**src/rtl/sys_bus_ctrl.sv**
```systemverilog
// sys_bus_ctrl: single-master request/ack bus controller for N slaves.
// Decodes a slot field, handles wait states, decode errors and timeouts.
//
// Ports:
//   clk_i, rst_in              clock, async active-low reset
//   m_req_i/m_we_i/m_addr_i    master request, direction, byte address
//   m_wdata_i/m_be_i           master write data and byte enables
//   m_rdata_o                  registered read data
//   m_ack_o/m_err_o            completion pulse, error flag with ack
//   s_req_o                    one-hot slave request
//   s_we_o/s_addr_o            latched direction, slot-local address
//   s_wdata_o/s_be_o           latched write data and byte enables
//   s_rdata_i/s_ack_i          per-slot read data (32b each) and ack
//   busy_o                     transaction in progress
//   err_cnt_o                  saturating error-completion count
module sys_bus_ctrl #(
  parameter int N_SLV   = 4,
  parameter int SEL_MSB = 31,
  parameter int SEL_LSB = 28,
  parameter int TIMEOUT = 255
) (
  input  logic                  clk_i,
  input  logic                  rst_in,
  input  logic                  m_req_i,
  input  logic                  m_we_i,
  input  logic [31:0]           m_addr_i,
  input  logic [31:0]           m_wdata_i,
  input  logic [3:0]            m_be_i,
  output logic [31:0]           m_rdata_o,
  output logic                  m_ack_o,
  output logic                  m_err_o,
  output logic [N_SLV-1:0]      s_req_o,
  output logic                  s_we_o,
  output logic [31:0]           s_addr_o,
  output logic [31:0]           s_wdata_o,
  output logic [3:0]            s_be_o,
  input  logic [32*N_SLV-1:0]   s_rdata_i,
  input  logic [N_SLV-1:0]      s_ack_i,
  output logic                  busy_o,
  output logic [15:0]           err_cnt_o
);

  localparam int SW = SEL_MSB - SEL_LSB + 1;
  localparam int CW = (TIMEOUT < 2) ? 1 : $clog2(TIMEOUT + 1);
  localparam int TO_LAST_I = (TIMEOUT > 0) ? TIMEOUT - 1 : 0;
  localparam logic [CW-1:0] TO_LAST = CW'(TO_LAST_I);
  localparam logic [31:0] ADDR_MASK = (32'd1 << SEL_LSB) - 32'd1;

  typedef enum logic [1:0] {
    S_IDLE,
    S_ACCESS,
    S_RESP,
    S_ERR
  } state_t;

  state_t r_state;
  state_t w_nxt;

  logic [SW-1:0]    w_slot;
  logic [SW-1:0]    r_slot;
  logic             w_dec_ok;
  logic [N_SLV-1:0] w_hot;
  logic [31:0]      w_rdata;
  logic             w_ack;
  logic             w_to;
  logic             w_ack_o;
  logic             w_err_o;
  logic             w_busy;

  logic [N_SLV-1:0] r_sreq;
  logic [CW-1:0]    r_wcnt;
  logic             r_we;
  logic [31:0]      r_addr;
  logic [31:0]      r_wdata;
  logic [3:0]       r_be;
  logic [31:0]      r_rdata;
  logic [15:0]      r_errcnt;

  // Slot decode for the incoming request and read-back mux for the
  // latched slot; equality loops keep out-of-range slots harmless.
  always_comb begin
    w_slot   = m_addr_i[SEL_MSB:SEL_LSB];
    w_dec_ok = 1'b0;
    w_hot    = '0;
    w_rdata  = '0;
    w_ack    = 1'b0;
    for (int k = 0; k < N_SLV; k++) begin
      if (w_slot == SW'(k)) begin
        w_dec_ok = 1'b1;
        w_hot[k] = 1'b1;
      end
      if (r_slot == SW'(k)) begin
        w_rdata = s_rdata_i[32*k +: 32];
        w_ack   = s_ack_i[k];
      end
    end
  end

  assign w_to = (TIMEOUT != 0) && (r_wcnt == TO_LAST);

  always_ff @(posedge clk_i or negedge rst_in) begin
    if (!rst_in) begin
      r_state <= S_IDLE;
    end else begin
      r_state <= w_nxt;
    end
  end

  always_comb begin
    w_nxt   = r_state;
    w_ack_o = 1'b0;
    w_err_o = 1'b0;
    w_busy  = 1'b1;
    unique case (r_state)
      S_IDLE: begin
        w_busy = 1'b0;
        if (m_req_i) begin
          w_nxt = w_dec_ok ? S_ACCESS : S_ERR;
        end
      end
      S_ACCESS: begin
        // Ack beats a timeout that lands on the same edge.
        if (w_ack) begin
          w_nxt = S_RESP;
        end else if (w_to) begin
          w_nxt = S_ERR;
        end
      end
      S_RESP: begin
        w_ack_o = 1'b1;
        w_nxt   = S_IDLE;
      end
      S_ERR: begin
        w_ack_o = 1'b1;
        w_err_o = 1'b1;
        w_nxt   = S_IDLE;
      end
      default: begin
        w_nxt = S_IDLE;
      end
    endcase
  end

  always_ff @(posedge clk_i or negedge rst_in) begin
    if (!rst_in) begin
      r_slot   <= '0;
      r_sreq   <= '0;
      r_wcnt   <= '0;
      r_we     <= 1'b0;
      r_addr   <= '0;
      r_wdata  <= '0;
      r_be     <= '0;
      r_rdata  <= '0;
      r_errcnt <= '0;
    end else begin
      if (r_state == S_IDLE && m_req_i) begin
        r_slot  <= w_slot;
        r_we    <= m_we_i;
        r_addr  <= m_addr_i & ADDR_MASK;
        r_wdata <= m_wdata_i;
        r_be    <= m_be_i;
        r_wcnt  <= '0;
        r_sreq  <= w_hot;
      end
      if (r_state == S_ACCESS) begin
        r_wcnt <= r_wcnt + 1'b1;
        if (w_nxt != S_ACCESS) begin
          r_sreq <= '0;
        end
        if (w_ack && !r_we) begin
          r_rdata <= w_rdata;
        end
      end
      // Count on entry so the counter already reflects the error
      // while its ack is on the bus.
      if (w_nxt == S_ERR && r_state != S_ERR) begin
        r_rdata <= '0;
        if (r_errcnt != 16'hFFFF) begin
          r_errcnt <= r_errcnt + 16'd1;
        end
      end
    end
  end

  assign m_rdata_o = r_rdata;
  assign m_ack_o   = w_ack_o;
  assign m_err_o   = w_err_o;
  assign s_req_o   = r_sreq;
  assign s_we_o    = r_we;
  assign s_addr_o  = r_addr;
  assign s_wdata_o = r_wdata;
  assign s_be_o    = r_be;
  assign busy_o    = w_busy;
  assign err_cnt_o = r_errcnt;

endmodule

```
**config.mk**
```make
export PLATFORM = sky130hd
export DESIGN_NAME = sys_bus_ctrl
export DESIGN_NICKNAME = d
export VERILOG_FILES = /design/src/rtl/sys_bus_ctrl.sv
export SDC_FILE = /design/constraint.sdc
export NUM_CORES = 1
export LEC_CHECK = 0
export BUFFER_PORTS_ARGS = -buffer_cell sky130_fd_sc_hd__buf_2
export CORE_AREA = 2 2 129 131
export CTS_BUF_LIST = sky130_fd_sc_hd__clkbuf_4
export DETAILED_ROUTE_END_ITERATION = 8
export DIE_AREA = 0 0 131 133
export GPL_TIMING_DRIVEN = 0
export PLACE_DENSITY = 0.71
export SYNTH_ARGS = -nofsm -noshare
export SYNTH_HDL_FRONTEND = slang
export SYNTH_SLANG_ARGS = --single-unit
```
**constraint.sdc**
```tcl
create_clock -name clk_i -period 4.2 [get_ports clk_i]
set_input_delay 0.42 -clock clk_i [delete_from_list [all_inputs] [get_ports clk_i]]
set_output_delay 0.42 -clock clk_i [all_outputs]
set_load 0.005 [all_outputs]
```
==> key figures <==
Floorplanning
  – Row cnt: 47
  – Core area: 0.01617 mm²
  – Die Y: 133 µm
  – DIE AREA: 0.01742 mm²
  – Initial Util: 38.34%
  – Ports: 328
  – Die X: 131 µm

Synthesis
  – Synthesis-stage register bit count: 131
  – Warnings from Yosys: 0
  – Post-synthesis sequential area ratio: 52.88%
  – Largest area contributor in the netlist: dfrtp_1
  – Distinct cells, synth: 40
  – Synthesized area: 0.006200 mm²
  – Synth area leaders: dfrtp_1 (53%), nand2_1 (15%), mux4_2 (12%), nand3_1 (3.9%), a21oi_1 (2.8%)
  – Synth top area share: 52.88%
  – Syn Inst Count: 632
  – Mean Syn Cell Area: 9.810 µm²

Clock network
  – Reg clk slew, reported paths: 0.13 ns
  – H-tree Lvls: 4
  – Root Buffer: clkbuf_4
  – CTS tree: yes
  – Clk buf depth: 2
  – Setup bufs post-CTS: 0
  – CTS Sinks: 131
  – CTS buffer count: 17
  – Worst skew pair latency: 0.53 ns

Detailed routing
  – Post-Route WL: 19.54 mm
  – First DRT Iteration DRCs: 344
  – Drt pass-1 iters: 5
  – Vias: 5955
  – DR DRC count: 0
  – Post-DRT Antenna Nets: 0
  – Via/cell ratio: 4.905
  – DR WL/cell: 16.10 µm

Timing
  – F_max: 443.5 MHz
  – Worst hold margin: 0.05979 ns
  – Tmin final: 2.255 ns
  – Final Hold Viols: 0
  – Slew @ Worst Pin: 0.7588 ns
  – RSZ-0062 raised after global routing: no
  – Setup TNS Final: 0 ns
  – Final slew viol count: 0
  – Clock skew: 0.01762 ns
  – Final period utilization: 53.69%
  – Slew margin rel.: 49.41%
  – Count of final setup violators: 0

Final layout
  – P&R area growth vs syn: 36.29%
  – Share of cells above drive strength 1: 41.63%
  – Nets: 1186
  – Final core occ: 52.25%
  – Finished Layout Cells: 1214

Worst setup path
  – WP data required: 4.65 ns
  – Critical path type: register to register
  – R2R setup slack: 1.94 ns
  – Critical Path AT: 2.70 ns
  – Startpoint Class: register
  – R2R Path Start: r_slot[0]
  – Worst setup EP type: register
  – Crit Reg-Reg Endpoint: m_rdata_o[8]
  – R2R cell count: 7
  – CP Max Fanout: 10

GRT
  – First-pass GRT wire length: 29.75 mm
  – Largest net degree at the start of global routing: 95
  – GRT Overall Usage: 22.45%
  – Initial antenna violation count: 4
  – Vias in the first global route: 5834
  – Overflow after GRT: 0

Run status
  – Status: completed

Power and ir drop
  – P per Cell Area: 604.1 mW/mm²
  – Peak supply drop: 308.7 µV
  – LEAKAGE: 4.528 nW

Run
  – Maxcap violations: 0

Placed design
  – RePlAce Congestion: 0.8554
  – Detailed placement HPWL: 15.02 mm
  – Port Buffers: 323
  – Placed cells: 1179

Min path
  – Hold path cells: 3
  – Min-delay src: m_addr_i[1]
  – Hold Crit Class: primary input to register
  – Min-Delay Endpoint: s_addr_o[1]
## worst max-delay path, stage by stage, from the launching register on
cell	delay, ns
dfrtp_1	0.34
buf_2	0.22
nor3b_1	0.29
a22oi_1	0.19
nor3_2	0.35
clkbuf_1	0.46
nand3_1	0.15
a21oi_1	0.17
## cells in the final DEF, fill, tap and decap left out, types with 4 or more instances in the layout
master,n
dfrtp_1,131
mux4_2,32
buf_4,5
o21ai_0,8
nand3_1,48
conb_1,4
inv_1,4
a21oi_1,35
nand4_1,8
clkbuf_1,25
nor2_1,13
clkbuf_4,18
and3_1,5
buf_2,336
xnor2_1,14
nand2_1,252
## how the worst max path moves through the flow
| stage | end | start | slack (ns) |
|---|---|---|---|
| after floorplan | err_cnt_o[1] | err_cnt_o[0] | 2.33 |
| after global placement | s_wdata_o[6] | rst_in | 0.88 |
| after global routing | m_rdata_o[9] | r_slot[0] | 1.67 |
| after CTS | m_rdata_o[8] | r_slot[0] | 1.87 |
| after detailed placement | m_rdata_o[8] | r_slot[0] | 1.92 |
| final | m_rdata_o[8] | r_slot[0] | 1.94 |
## cells in the mapped netlist, drive strengths merged
master / number
o21bai: 1
a31oi: 1
a21oi: 35
nand2b: 1
nand3b: 2
buf: 21
mux2i: 2
nor4: 1
nor3: 3
and3: 5
a22oi: 3
a221o: 1
and4: 2
nor2b: 1
ha: 3
dfrtp: 131
o22ai: 1
clkbuf: 25
xor2: 1
nor4b: 1
inv: 4
nand4: 8
or3: 2
conb: 1
mux2: 4
and2: 1
o21ai: 8
xnor2: 14
mux4: 32
nor2: 13
nand3: 49
nand2: 253
nor3b: 2
## cell families (layout without fill, tap and decap cells)
| logic type | Yosys count | after routing | synth area share, % |
|---|---|---|---|
| buffers and inverters | 50 | 407 | 3.734 |
| flip-flops | 131 | 131 | 52.88 |
| XOR/XNOR | 15 | 15 | 2.119 |
| adder cells (fa/ha/maj) | 3 | 3 | 0.6055 |
| multiplexers | 38 | 38 | 12.86 |
| AND/OR/NAND/NOR | 344 | 344 | 23.33 |
| other | 1 | 6 | 0.06049 |
| AO/OA/AOI/OAI | 50 | 50 | 4.420 |
## what timing repair did
| item | 4_1_cts | 5_1_grt |
|---|---|---|
| endpoints found under the hold margin | 37 | 0 |
| resized for setup | 0 | 0 |
| hold buffers | 1 | 0 |
## layout make-up
type,count,area [µm²]
clock buffer,18,135.1
inverter,4,15.01
timing repair buffer,325,1660
buffer,46,216.5
clock inverter,14,162.7
multi-input combinational,454,2701
tap,220,275.3
fill,1542,7722
antenna,2,5.005
sequential,131,3278
## state kept, by name, indices dropped and copies added (netlist names)
signal     flops
m_rdata_o     32
s_wdata_o     32
s_addr_o      28
err_cnt_o     16
r_wcnt         8
r_slot         4
s_be_o         4
s_req_o        4
r_state        2
s_we_o         1
## power breakdown
group          switching, mW  internal [mW]
sequential             0.282           1.73
combinational           1.20          0.991
clock                  0.489          0.416
## metrics by stage
step           total power, mW  setup WS [ns]  cell area [µm²]
4_1_cts                  5.173          1.871             8444
3_5_place_dp             4.253          1.917             8137
5_1_grt                  5.513          1.667             8449
2_1_floorplan            3.269          2.325             6211
3_3_place_gp             4.204         0.8833             8103
6_report                 5.104          1.945             8449
## routing by layer
| layer | part of all wire, % | vias up | global-route usage (%) |
|---|---|---|---|
| li1 | - | 2817 | - |
| met1 | 41 | 2837 | 27.42 |
| met2 | 49 | 264 | 37.42 |
| met3 | 8.0 | 33 | 7.279 |
| met4 | 2.1 | 4 | 7.270 |
| met5 | 0.12 | - | 0 |
No activity file was read; power rests on OpenSTA's default activity.
